`src/rtl/decoupled_fifo.sv`:
```
// decoupled_fifo: single-clock first-word-fall-through FIFO with valid/ready handshakes on both sides
module decoupled_fifo #(
    parameter int    DATA_WIDTH = 8,
    parameter int    FIFO_DEPTH = 8,
    parameter string FIFO_KIND  = "sync"
) (
    input  logic                          clk,
    input  logic                          rst,
    input  logic                          in_valid,
    output logic                          in_ready,
    input  logic [DATA_WIDTH-1:0]         in_data,
    output logic                          out_valid,
    input  logic                          out_ready,
    output logic [DATA_WIDTH-1:0]         out_data,
    output logic [$clog2(FIFO_DEPTH):0]   count
);
    localparam int AW = $clog2(FIFO_DEPTH);

    if (FIFO_KIND != "sync") begin : g_kind_err
        $error("decoupled_fifo: only FIFO_KIND \"sync\" is supported");
    end
    if (FIFO_DEPTH < 2 || (FIFO_DEPTH & (FIFO_DEPTH - 1)) != 0) begin : g_depth_err
        $error("decoupled_fifo: FIFO_DEPTH must be a power of two >= 2");
    end

    logic [DATA_WIDTH-1:0] mem [FIFO_DEPTH];
    logic [AW:0]           wr_ptr;
    logic [AW:0]           rd_ptr;
    logic                  empty;
    logic                  full;
    logic                  push;
    logic                  pop;

    // the extra wrap bit tells full (wrap bits differ) from empty (pointers equal)
    assign empty     = wr_ptr == rd_ptr;
    assign full      = wr_ptr == {~rd_ptr[AW], rd_ptr[AW-1:0]};
    assign in_ready  = !full;
    assign out_valid = !empty;
    assign push      = in_valid & in_ready;
    assign pop       = out_valid & out_ready;
    assign count     = wr_ptr - rd_ptr;
    assign out_data  = mem[rd_ptr[AW-1:0]];

    // advance pointers on accepted transfers; binary overflow gives the wrap
    always_ff @(posedge clk or posedge rst) begin
        if (rst) begin
            wr_ptr <= '0;
            rd_ptr <= '0;
        end else begin
            if (push) wr_ptr <= wr_ptr + (AW+1)'(1);
            if (pop) rd_ptr <= rd_ptr + (AW+1)'(1);
        end
    end

    // storage is cleared on reset so the head reads zero afterwards
    always_ff @(posedge clk or posedge rst) begin
        if (rst) begin
            for (int i = 0; i < FIFO_DEPTH; i++) mem[i] <= '0;
        end else if (push) begin
            mem[wr_ptr[AW-1:0]] <= in_data;
        end
    end
endmodule

```
`config.mk`:
```
export PLATFORM = sky130hd
export DESIGN_NAME = decoupled_fifo
export DESIGN_NICKNAME = d
export VERILOG_FILES = /design/src/rtl/decoupled_fifo.sv
export SDC_FILE = /design/constraint.sdc
export NUM_CORES = 1
export LEC_CHECK = 0
export ABC_CLOCK_PERIOD_IN_PS = 6200
export BUFFER_PORTS_ARGS = -buffer_cell sky130_fd_sc_hd__buf_2
export CORE_ASPECT_RATIO = 0.75
export CORE_MARGIN = 2
export CORE_UTILIZATION = 35
export DETAILED_ROUTE_END_ITERATION = 7
export PLACE_DENSITY_LB_ADDON = 0.2
export REMOVE_ABC_BUFFERS = 1
export SETUP_SLACK_MARGIN = 0.4
export SLEW_MARGIN = 20
export SYNTH_ARGS = -nofsm -noshare
export SYNTH_HDL_FRONTEND = slang
export SYNTH_SLANG_ARGS = --single-unit
export TNS_END_PERCENT = 30
```
`constraint.sdc`:
```
create_clock -name clk -period 6.2 [get_ports clk]
set_input_delay 1.24 -clock clk [delete_from_list [all_inputs] [get_ports clk]]
set_output_delay 1.24 -clock clk [all_outputs]
set_load 0.005 [all_outputs]
```
==> metrics.yaml <==
synth:
  seq_area_frac_synth_pct: 53.0
  avgSynthCellArea_um2: 14.5
  ys.flop_type: "dfrtp_1"
  ys_warn_count: 0
  synthArstFlopShare_pct: 100
  synth_area_um2: 3400
  synth-edff-count: 0
  ys_ff_latch: 72
  yosys.cell_types.count: 27
  synthCells: 235
finish:
  antennaDiodeCount: 0
  stdcell_count: 402
  nets: 283
  finish.utilization_pct: 41.4
  final_common_cell: "dfrtp_1"
  final_cell_mix: "dfrtp_1 (72), mux2_2 (66), nand2_1 (26), buf_2 (25), mux4_2 (16)"
  syn2layout_area_growth_pct: 16.2
  drive_above_1_share_pct: 49.3
  fillCellCount: 915
clocking:
  worstSkewPairLatency_ns: 0.34
  numCtsBuffers: 9
  cts_tree: "done"
  clock-root-buffer: "clkbuf_16"
  clock_sinks: 72
  post_cts_buffers: 0
  clk_pin_slew_ns: 0.05
  cts-resized-gates: 0
  clk_path_buf_depth: 2
  ctsHtreeMaxLevel: 3
  cts_hold_buf: 0
route:
  avgViaCountPerCell: 4.79
  antenna_left: 0
  via_count: 1926
  dr.pass1.iters: 4
  wl_um: 7110
  avgRoutedWirePerCell_um: 17.7
  route.detailed.drc: 0
  first_iter_violations: 75
sta:
  setup_viol: 0
  fin_setup_tns_ns: 0
  period_minus_slack_ns: 3.76
  finalCritPeriodShare_pct: 60.6
  fin_ws_ns: 2.44
  slew_violations: 0
  relSlewSlack_pct: 32.5
  skew_ns: 0.00629
  worst_slew_pin_slew_ns: 1.01
  max_freq_ghz: 0.266
  hold_viol: 0
  rsz0062_at_grt: "no"
grt:
  antenna_found_initial: 0
  grt_pass1_vias: 2057
  grt_usage_pct: 15.1
  overflow: 0
  grt_pass1_wl_um: 11400
  grt_max_degree: 73
run:
  maxCapViolCount: 0
critical_path:
  crit_chain: "clkinv_1 -> ha_1 -> nand3_1 -> nor2_2 -> inv_1 -> buf_2"
  cp-start-kind: "flop"
  arrival_ns: 2.52
  max_stage_delay_ns: 0.60
  cp.required_ns: 4.96
  r2r_cells: 6
  cp_slowest_cell: "dfrtp_1"
  critPathMaxFanout: 11
  critPathKind: "reg2out"
  setup.worst_path.end_class: "output port"
floorplan:
  die_area_um2: 10500
  die_h_um: 89.3
  coreArea_um2: 9540
  die_x_um: 118
  ios: 26
  num_rows: 31
  start_util_pct: 35.6
hold_path:
  hp-class: "reg2reg"
  hold_path_depth: 1
place:
  dp_hpwl_um: 4500
  io_buffers: 25
  gp_congestion: 0.695
  post-place-ws_ns: 2.77
  dpl.cell_count: 386
pwr:
  power_density_nw_per_um2: 591
  p_leak_nw: 1.72
  ir_drop_mv: 0.211
  finalPower_w: 0.00234
run_status:
  status: "finished clean"
[path summary, 6_finish.rpt]
| path | startpoint | to | slack, ns |
|---|---|---|---|
| max | rd_ptr[2] | in_ready | 2.44 |
| min | mem[22] | mem[22] | 0.50 |
| max reg2reg | rd_ptr[2] | mem[36] | 3.01 |
| min reg2reg | mem[22] | mem[22] | 0.50 |
| max in group asynchronous | rst | rd_ptr[3] | 4.42 |
| min in group asynchronous | rst | mem[12] | 1.17 |
[registers in the layout, summed over array words and instances (netlist names)]
name    cells
mem        64
rd_ptr      4
wr_ptr      4
[cell families after synthesis]
group / Yosys count / synth area share [%]
AO/OA/AOI/OAI: 4 / 0.663
XOR/XNOR: 10 / 2.80
adder cells (fa/ha/maj): 6 / 2.43
buffers and inverters: 17 / 2.21
flip-flops: 72 / 53.0
multiplexers: 82 / 32.5
AND/OR/NAND/NOR: 44 / 6.41
[power by group]
part | internal [W] | switching, W
registers | 0.000710 | 0.000177
clock network | 0.000303 | 0.000193
logic | 0.000560 | 0.000391
total | 0.00157 | 0.000762
[Yosys cell counts, types with 2 or more instances]
cell type / number / area, um^2
nand3_2: 2 / 20.0
nor2_2: 3 / 18.8
ha_1: 5 / 62.6
mux2_2: 66 / 743
nand3_1: 6 / 30.0
o21ai_0: 2 / 10.0
nand2_1: 26 / 97.6
mux4_2: 16 / 360
xor2_1: 3 / 26.3
dfrtp_1: 72 / 1800
nor3_2: 2 / 20.0
xnor2_1: 6 / 52.6
clkbuf_1: 3 / 11.3
buf_2: 3 / 15.0
inv_1: 8 / 30.0
[cell type report]
type                       instances  area [um^2]  share of cell area, %
multi-input combinational        146         1520                   38.5
timing repair buffer              27          140                   3.55
clock buffer                      14          274                   6.94
sequential                        72         1800                   45.6
tap                              132          165                   4.18
inverter                           9         33.8                  0.856
clock inverter                     2         12.5                  0.317
[stage by stage]
step	cell area [um^2]	hold slack, ns
after detailed placement	3660	0.491
final	3950	0.501
after CTS	3950	0.503
after global placement	3660	0.482
after floorplan	3360	0.474
after global routing	3950	0.514
[metal layers]
metal / part of all wire, % / up-vias / GRT usage [%]
met1: 49 / 980 / 19.9
li1: - / 903 / -
met3: 4.3 / 13 / 5.74
met5: 0 / - / 0
met2: 44 / 30 / 22.7
met4: 2.1 / 0 / 6.68
[critical path, delay by kind of cell (launching register included)]
kind / cells / cell delay (ns)
buf+inv: 3 / 0.74
flops: 1 / 0.60
fa+ha+maj: 1 / 0.48
simple gates: 2 / 0.36
Power figures use the tool's default switching activity.
